--- src/rtl/clk_en_chain_pkg.sv ---
// +--------------------------------------------------------------------+
// | clk_en_chain_pkg                                                   |
// | Shared defaults and limits for the clock enable chain.             |
// | Rev 1.0 - initial release                                          |
// +--------------------------------------------------------------------+
`default_nettype none

package clk_en_chain_pkg;

   localparam int c_NUM_STAGES_DEF = 4;
   localparam int c_CNT_WIDTH_DEF  = 12;
   localparam int c_MAX_STAGES     = 8;
   localparam int c_SEL_WIDTH      = 3;

   // Stage 0 lives in the LSBs: /2, /10, /100, /1000.
   localparam logic [c_NUM_STAGES_DEF*c_CNT_WIDTH_DEF-1:0] c_DIV_INIT_DEF =
      {12'd1000, 12'd100, 12'd10, 12'd2};

endpackage

`default_nettype wire

--- src/rtl/clock_enable_stage.sv ---
// +--------------------------------------------------------------------+
// | clock_enable_stage                                                 |
// | One divider stage: counter, pending divider register, wrap logic.  |
// | Optional toggle output built only with CLK_EN_CHAIN_TOGGLE_EN.     |
// | Rev 1.0 - initial release                                          |
// +--------------------------------------------------------------------+
`default_nettype none

module clock_enable_stage
   import clk_en_chain_pkg::*;
#(
   parameter int                   CNT_WIDTH = c_CNT_WIDTH_DEF,
   parameter logic [CNT_WIDTH-1:0] DIV_RST   = CNT_WIDTH'(2)
) (
   input  logic                 clk,
   input  logic                 rst_n,
   input  logic                 i_en,
   input  logic                 i_clr,
   input  logic                 i_wr,
   input  logic [CNT_WIDTH-1:0] i_data,
   output logic                 o_wrap,
   output logic                 o_tick,
   output logic                 o_toggle,
   output logic                 o_pend
);

   logic [CNT_WIDTH-1:0] r_cnt;
   logic [CNT_WIDTH-1:0] r_div;
   logic [CNT_WIDTH-1:0] r_pend_val;
   logic                 r_pend;
   logic                 r_tick;
   logic [CNT_WIDTH-1:0] w_div_eff;
   logic [CNT_WIDTH-1:0] w_div_next;
   logic                 w_wrap;

   // A zero divider behaves as divide-by-one.
   assign w_div_eff  = (r_div == '0) ? CNT_WIDTH'(1) : r_div;
   assign w_wrap     = i_en & ~i_clr & (r_cnt == (w_div_eff - CNT_WIDTH'(1)));
   // A write landing on the apply cycle wins over an older pending value.
   assign w_div_next = i_wr ? i_data : (r_pend ? r_pend_val : r_div);

   always_ff @(posedge clk or negedge rst_n) begin
      if (!rst_n) begin
         r_cnt <= '0;
      end else if (i_clr) begin
         r_cnt <= '0;
      end else if (i_en) begin
         r_cnt <= w_wrap ? '0 : (r_cnt + CNT_WIDTH'(1));
      end
   end

   always_ff @(posedge clk or negedge rst_n) begin
      if (!rst_n) begin
         r_div      <= DIV_RST;
         r_pend_val <= '0;
         r_pend     <= 1'b0;
      end else if (i_clr || w_wrap) begin
         r_div  <= w_div_next;
         r_pend <= 1'b0;
      end else if (i_wr) begin
         r_pend_val <= i_data;
         r_pend     <= 1'b1;
      end
   end

   always_ff @(posedge clk or negedge rst_n) begin
      if (!rst_n) begin
         r_tick <= 1'b0;
      end else begin
         r_tick <= w_wrap;
      end
   end

`ifdef CLK_EN_CHAIN_TOGGLE_EN
   logic r_toggle;

   always_ff @(posedge clk or negedge rst_n) begin
      if (!rst_n) begin
         r_toggle <= 1'b0;
      end else if (i_clr) begin
         r_toggle <= 1'b0;
      end else if (w_wrap) begin
         r_toggle <= ~r_toggle;
      end
   end

   assign o_toggle = r_toggle;
`else
   assign o_toggle = 1'b0;
`endif

   assign o_wrap = w_wrap;
   assign o_tick = r_tick;
   assign o_pend = r_pend;

endmodule

`default_nettype wire

--- src/rtl/clock_enable_chain.sv ---
// +--------------------------------------------------------------------+
// | clock_enable_chain                                                 |
// | Cascade of NUM_STAGES programmable clock-enable dividers.          |
// | Define CLK_EN_CHAIN_TOGGLE_EN to build the 50% toggle outputs.     |
// | Rev 1.0 - initial release                                          |
// +--------------------------------------------------------------------+
`default_nettype none

module clock_enable_chain
   import clk_en_chain_pkg::*;
#(
   parameter int                                 NUM_STAGES = c_NUM_STAGES_DEF,
   parameter int                                 CNT_WIDTH  = c_CNT_WIDTH_DEF,
   parameter logic [NUM_STAGES*CNT_WIDTH-1:0]    DIV_INIT   = c_DIV_INIT_DEF
) (
   input  logic                   CLK_IN,
   input  logic                   RESET_N,
   input  logic                   RUN,
   input  logic                   SYNC_CLR,
   input  logic                   DIV_WR,
   input  logic [c_SEL_WIDTH-1:0] DIV_SEL,
   input  logic [CNT_WIDTH-1:0]   DIV_DATA,
   output logic [NUM_STAGES-1:0]  TICK_O,
   output logic [NUM_STAGES-1:0]  TOGGLE_O,
   output logic [NUM_STAGES-1:0]  PEND_O
);

   // w_en[i] enables stage i; w_en[i+1] is stage i's wrap.
   logic [NUM_STAGES:0] w_en;
   logic                w_unused_wrap;

   assign w_en[0]       = RUN;
   assign w_unused_wrap = w_en[NUM_STAGES];

   generate
      for (genvar gi = 0; gi < NUM_STAGES; gi++) begin : g_stage
         logic w_wr;

         // Selects beyond the last stage match no instance and are dropped.
         assign w_wr = DIV_WR && (DIV_SEL == c_SEL_WIDTH'(gi));

         clock_enable_stage #(
            .CNT_WIDTH (CNT_WIDTH),
            .DIV_RST   (DIV_INIT[gi*CNT_WIDTH +: CNT_WIDTH])
         ) u_stage (
            .clk      (CLK_IN),
            .rst_n    (RESET_N),
            .i_en     (w_en[gi]),
            .i_clr    (SYNC_CLR),
            .i_wr     (w_wr),
            .i_data   (DIV_DATA),
            .o_wrap   (w_en[gi+1]),
            .o_tick   (TICK_O[gi]),
            .o_toggle (TOGGLE_O[gi]),
            .o_pend   (PEND_O[gi])
         );
      end
   endgenerate

endmodule

`default_nettype wire
--- config.mk ---
export PLATFORM = sky130hd
export DESIGN_NAME = clock_enable_chain
export DESIGN_NICKNAME = d
export VERILOG_FILES = /design/src/rtl/clk_en_chain_pkg.sv /design/src/rtl/clock_enable_stage.sv /design/src/rtl/clock_enable_chain.sv
export SDC_FILE = /design/constraint.sdc
export NUM_CORES = 1
export LEC_CHECK = 0
export CORE_UTILIZATION = 56
export DETAILED_ROUTE_END_ITERATION = 6
export HOLD_SLACK_MARGIN = 0.12
export MAX_ROUTING_LAYER = met4
export PLACE_DENSITY = 0.75
export REMOVE_ABC_BUFFERS = 1
export SYNTH_ARGS = -nofsm -noshare
export SYNTH_HDL_FRONTEND = slang
export SYNTH_HIERARCHICAL = 1
export SYNTH_SLANG_ARGS = --single-unit
--- constraint.sdc ---
create_clock -name CLK_IN -period 7.9 [get_ports CLK_IN]
set_input_delay 1.58 -clock CLK_IN [delete_from_list [all_inputs] [get_ports CLK_IN]]
set_output_delay 1.58 -clock CLK_IN [all_outputs]
set_load 0.1 [all_outputs]
# After elaboration in Yosys (flattened, before gate mapping)
# Cells that the tools add are included.
[word_totals]
ff_bits = 152
in_bits = 20
out_inout_bits = 12
elab_cells = 113
[classes]
add_sub_neg = 8
n_eq_ne = 7
n_mux = 32
bitwise_logic = 13
n_reduce_logical = 33
[op_table]
columns = ["cell", "n"]
rows = [
  ["$mux 12", 24],
  ["$add 12x1->12 const B", 4],
  ["$eq 12x12->1", 4],
  ["$logic_not 12->1", 4],
  ["$sub 12x1->12 const B", 4],
  ["$reduce_bool 2->1", 12],
  ["$reduce_and 2->1", 8],
  ["$and 1x1->1", 8],
  ["$mux 1", 8],
  ["$eq 3x2->1 const B", 2],
  ["$not 1->1", 5],
  ["$logic_and 1x1->1", 4],
  ["$logic_or 1x1->1", 4],
  ["$eq 3x1->1 const B", 1],
  ["$logic_not 3->1", 1],
]

# Logic depth before layout (Yosys ltp)
[logic_depth]
depth_word = 14
depth_mapped = 28
mapped_depth_nobuf = 25

# Hierarchy
# Netlist, hierarchy kept.
[modules_own_cells]
columns = ["module", "instances", "cells_per_inst", "area_per_inst_um2", "seq_area_each_um2"]
rows = [
  ["clock_enable_stage (g_stage[3].u_stage)", 1, 277, 2687.6, 958.4],
  ["clock_enable_stage (g_stage[2].u_stage)", 1, 229, 2326.0, 954.7],
  ["clock_enable_stage (g_stage[1].u_stage)", 1, 229, 2324.7, 953.4],
  ["clock_enable_stage (g_stage[0].u_stage)", 1, 237, 2265.9, 952.2],
  ["clock_enable_chain", 1, 4, 50.0, 0.0],
]

# Worst setup path after synthesis
# Ideal clock, no wire load.
[synth_path]
kind = "input to register"
startpoint = "in SYNC_CLR"
endpoint = "reg g_stage[3].u_stage.r_pend_val[0]"
setup_ns = 0.125
t_arrival_ns = 8.000
required_time_ns = 7.775
path_slack_ns = -0.225
cell_stages = 22
path_buffers = 1
cell_sequence = "nand2b_1 a2111oi_0 nand4_1 nor4_1 and4_1 nand2b_1 a2111oi_0 nand4_1 or3b_2 nor4_1 nand2b_1 a2111oi_0 nand4_1 or3b_2 nor4_1 nor2b_1 o2111a_1 and4_1 nand3b_1 o311ai_4 buf_6 mux2_4"
[synth_between]
elab_chain_len = 12
[synth_lines]
columns = ["item", "line", "rtl"]
rows = [
  ["start: declaration", "clock_enable_chain.sv:19", "input logic SYNC_CLR,"],
  ["$not 1->1", "clock_enable_stage.sv:38", "assign w_wrap = i_en & ~i_clr & (r_cnt == (w_div_eff - CNT_WIDTH'(1)));"],
  ["$and 1x1->1 (2 in series)", "clock_enable_stage.sv:38", ""],
  ["via w_en[1]", "clock_enable_chain.sv:29", "logic [NUM_STAGES:0] w_en;"],
  ["$and 1x1->1 (2 in series)", "clock_enable_stage.sv:38", ""],
  ["via w_en[2]", "clock_enable_chain.sv:29", ""],
  ["$and 1x1->1 (2 in series)", "clock_enable_stage.sv:38", ""],
  ["via w_en[3]", "clock_enable_chain.sv:29", ""],
  ["$and 1x1->1 (2 in series)", "clock_enable_stage.sv:38", ""],
  ["$logic_or 1x1->1", "clock_enable_stage.sv:57", "end else if (i_clr || w_wrap) begin"],
  ["$not 1->1 (no line)", "--", ""],
  ["$reduce_and 2->1 (no line)", "--", ""],
  ["end signal: assignment", "clock_enable_stage.sv:61", "r_pend_val <= i_data;"],
  ["end: declaration", "clock_enable_stage.sv:29", "logic [CNT_WIDTH-1:0] r_pend_val;"],
]
# The timed path passes the listed nets, and every way through them passes these cells.
# A chain may end at the register's enable or synchronous reset.

# Worst setup path after layout
[layout_path]
startpoint = "in RUN"
endpoint = "reg g_stage[3].u_stage.r_pend_val[4]"
[layout_between]
elab_chain_len = 11
[layout_lines]
columns = ["item", "line", "rtl"]
rows = [
  ["start: declaration", "clock_enable_chain.sv:18", "input logic RUN,"],
  ["$and 1x1->1 (2 in series)", "clock_enable_stage.sv:38", ""],
  ["via w_en[1]", "clock_enable_chain.sv:29", ""],
  ["$and 1x1->1 (2 in series)", "clock_enable_stage.sv:38", ""],
  ["via w_en[2]", "clock_enable_chain.sv:29", ""],
  ["$and 1x1->1 (2 in series)", "clock_enable_stage.sv:38", ""],
  ["via w_en[3]", "clock_enable_chain.sv:29", ""],
  ["$and 1x1->1 (2 in series)", "clock_enable_stage.sv:38", ""],
  ["$logic_or 1x1->1", "clock_enable_stage.sv:57", ""],
  ["$not 1->1 (no line)", "--", ""],
  ["$reduce_and 2->1 (no line)", "--", ""],
]
# The timed path passes the listed nets, and every way through them passes these cells.

==> results_dict.tcl <==
set metrics [dict create \
    grt_first_pass_wirelength_mm 36.9 \
    fin_skew_ns 0.00746 \
    place_inst 1187 \
    cp.arrival_ns 7.89 \
    clk_path_buf_depth 2 \
    crit_path_max_fanout 12 \
    reg2reg_setup_slack_ns 0.37 \
    initial_core_util 0.578 \
    clock-sinks 152 \
    core_area_mm2 0.0167 \
    slowest_delay_ns 0.49 \
    wl_per_cell_um 18.5 \
    p_int_mw 1.82 \
    hold-path-cell-count 1 \
    finalCritPeriodShare 0.959 \
    post-route-util 0.644 \
    swShare 0.315 \
    drive_gt1_frac 0.171 \
    syn_area_mm2 0.00965 \
    clkPwrFrac 0.343 \
    whs_endpoint "g_stage[0].u_stage/r_pend_val[3]$_DFFE_PN0P_" \
    fin_tns_setup_ns 0 \
    clkLatencyLatePin_ns 0.43 \
    total_leakage_power_nw 4.40 \
    overflow 0 \
    synth_edf_count 0 \
    finalWirelength_mm 22.5 \
    post_cts_buffers 0 \
    status "complete, no violations" \
    endpoint_kind "flop" \
    vias 7672 \
    startpoint_type "input pin" \
    yosysUniqueCellTypes 78 \
    pin_count 32 \
    r2r-end "g_stage[3].u_stage/r_pend_val[4]$_DFFE_PN0P_" \
    powerDensity_mw_per_mm2 246 \
    ys_ff_latch 152 \
    via_per_inst 6.29 \
    power_frac_comb 0.253 \
    ys_warn_count 6 \
    slowest_stage "or3b_2" \
    synth-async-reset-ratio 1.00 \
    routabilityCongestion 0.851 \
    hp-class "flop to flop" \
    track_usage 0.270 \
    min_period_ns 7.58 \
    die-area_mm2 0.0178 \
    relSlewSlack 0.353 \
    power.switching_mw 0.835 \
    drv_cap 0 \
    cts-root-buf "clkbuf_16" \
    synth_flop_cell "dfrtp_1" \
    route.detailed.drc 0 \
    hold_viol 0 \
    antenna_found_initial 0 \
    cts_tree "yes" \
    numCtsBuffers 17 \
    stdcell_count 1219 \
    synth_cells 976 \
    setup_violations 0 \
    design_area_mm2 0.0108 \
    fp.dieW_um 133 \
    crit_path_frequent_cell "buf_4" \
    layout.nets 1014 \
    hpwl_mm 14.9 \
    first_pass_iters 6 \
    area_growth_pct 11.5 \
    worst_pin_slew_ns 0.968 \
    fp.dieH_um 133 \
    nFillCells 1370 \
    syn_area_per_cell_um2 9.89 \
    drtIter0Drc 598 \
    hp-start "g_stage[0].u_stage/r_pend_val[3]$_DFFE_PN0P_" \
    first_global_vias 7092 \
    timing.fmax_mhz 132 \
    crit-reg2reg-launch "g_stage[0].u_stage/r_div[1]$_DFFE_PN1P_" \
    clkSlewWorstSetupHoldPaths_ns 0.06 \
    cp.required_ns 8.21 \
    crit_type "input pin to flop" \
    cts_max_level 4 \
    synth-seq-area-share 0.396 \
    ant_nets 0 \
    place_area_mm2 0.0101 \
    max-vdd-ir-drop_mv 0.165 \
    portBuffers 27 \
    seqPwrFrac 0.403 \
    slew_violations 0 \
    diodes 0 \
    rows 47 \
    grt_max_degree 80 \
    rr_worst_depth 29 \
]
-- stage by stage --
stage	power (mW)	setup slack [ns]	hold slack [ns]
after CTS	2.65	0.0168	0.509
final	2.65	0.322	0.508
after global routing	2.78	-0.0284	0.521
after detailed placement	1.73	-0.485	0.493
after global placement	1.71	-0.307	0.488
after floorplan	1.54	-0.448	0.473
-- synth_stat cells (8+ instances only) --
library cell,count,share of area
mux2_4,40,0.062
a2bb2oi_1,45,0.041
nand2b_1,11,0.0071
and3_1,16,0.010
clkbuf_1,34,0.013
nor2b_1,11,0.0071
or3_1,14,0.0091
nand4_1,16,0.010
dfstp_2,12,0.033
and4_1,9,0.0082
buf_6,11,0.013
nand2_1,57,0.022
buf_2,12,0.0062
xnor2_1,41,0.037
o311a_1,11,0.011
mux2_2,9,0.010
nand3_1,23,0.012
xor2_1,45,0.041
nor2_1,123,0.048
nor3_1,26,0.013
inv_1,24,0.0093
o32a_1,24,0.025
nor4_1,10,0.0065
o21ai_0,24,0.012
dfrtp_1,140,0.36
a211oi_1,9,0.0070
o22ai_1,12,0.0078
ha_1,8,0.010
a21oi_1,22,0.011
or4_1,19,0.015
-- routing by layer --
| metal | vias up | wire length, um | track usage |
|---|---|---|---|
| met5 | - | 0 | - |
| met4 | 0 | 297 | 0.0688 |
| met3 | 27 | 1080 | 0.0518 |
| met2 | 221 | 10400 | 0.404 |
| met1 | 3805 | 10700 | 0.375 |
| li1 | 3619 | - | - |
-- sequential cells by signal (all words and copies together) (netlist names) --
register / flops
g_stage.u_stage/r_div: 48
g_stage.u_stage/o_pend: 4
g_stage.u_stage/r_pend_val: 48
g_stage.u_stage/o_tick: 4
g_stage.u_stage/r_cnt: 48
-- placed cells by master (no fill, tap or decap), types with 6 or more instances in the layout --
cell type	synthesis	layout
dfrtp_1	140	140
nor2_1	123	123
nand2_1	57	57
xor2_1	45	45
a2bb2oi_1	45	45
xnor2_1	41	41
mux2_4	40	40
buf_4	6	28
nor3_1	26	26
clkdlybuf4s50_1	0	25
inv_1	24	24
o32a_1	24	24
o21ai_0	24	23
nand3_1	23	23
a21oi_1	22	22
or4_1	19	19
clkbuf_16	0	17
nand4_1	16	16
and3_1	16	16
or3_1	14	14
o22ai_1	12	12
dfstp_2	12	12
nand2b_1	11	11
nor2b_1	11	11
o311a_1	11	11
a211oi_1	9	9
mux2_2	9	9
and4_1	9	8
ha_1	8	8
nor4_1	10	7
a21o_1	7	7
o211ai_1	7	7
a31oi_1	7	7
nor4_2	3	6
-- power groups by stage --
| stage | clock (mW) | sequential, mW | combinational (mW) |
|---|---|---|---|
| global placement | 0 | 1.07 | 0.640 |
| floorplan | 0 | 1.04 | 0.499 |
| global route | 0.955 | 1.09 | 0.733 |
| CTS | 0.924 | 1.06 | 0.659 |
| finish | 0.910 | 1.07 | 0.672 |
| detailed placement | 0 | 1.07 | 0.652 |
-- logic make-up after synthesis --
logic type | after synthesis | share of synthesized area
AND/OR/NAND/NOR | 384 | 0.221
AO/OA/AOI/OAI | 199 | 0.167
flip-flops | 152 | 0.396
buffers and inverters | 89 | 0.0470
XOR/XNOR | 86 | 0.0780
multiplexers | 54 | 0.0792
adder cells (fa/ha/maj) | 8 | 0.0104
other | 4 | 0.00155
-- cell type report --
class	count	area, um^2	area share
multi-input cells	735	5430	0.504
flip-flops and latches	152	3820	0.355
repair buffers	56	497	0.0462
clock buffers	21	460	0.0428
well taps	220	275	0.0256
clock inverters	11	194	0.0180
inverters	24	90.1	0.00837
-- timing repair --
item                                    4_1_cts  5_1_grt
pin swaps                                     0        2
endpoints found under the hold margin         0        0
hold buffers                                  0        0
gates resized for setup                       2       10
endpoints found under the setup margin       12       38
gates cloned                                  0        0
-- worst max-delay path, delay by kind of cell --
family	cells	cell delay [ns]
compound gates	5	1.38
buf+inv	6	1.36
simple gates	15	3.22
mux	1	0.33
-- worst max-delay path by stage --
stage | from | endpoint | slack (ns) | depth (start not counted)
4_1_cts | g_stage[0].u_stage/r_div[1]$_DFFE_PN1P_ | g_stage[3].u_stage/r_pend_val[4]$_DFFE_PN0P_ | 0.02 | 29
3_3_place_gp | RUN | g_stage[3].u_stage/r_pend_val[3]$_DFFE_PN0P_ | -0.31 | 27
5_1_grt | RUN | g_stage[3].u_stage/r_pend_val[4]$_DFFE_PN0P_ | -0.03 | 27
2_1_floorplan | SYNC_CLR | g_stage[3].u_stage/r_pend_val[3]$_DFFE_PN0P_ | -0.45 | 21
3_5_place_dp | RUN | g_stage[3].u_stage/r_pend_val[4]$_DFFE_PN0P_ | -0.49 | 27
6_report | RUN | g_stage[3].u_stage/r_pend_val[4]$_DFFE_PN0P_ | 0.32 | 27
Note: power is estimated with default switching activity, not from simulation.
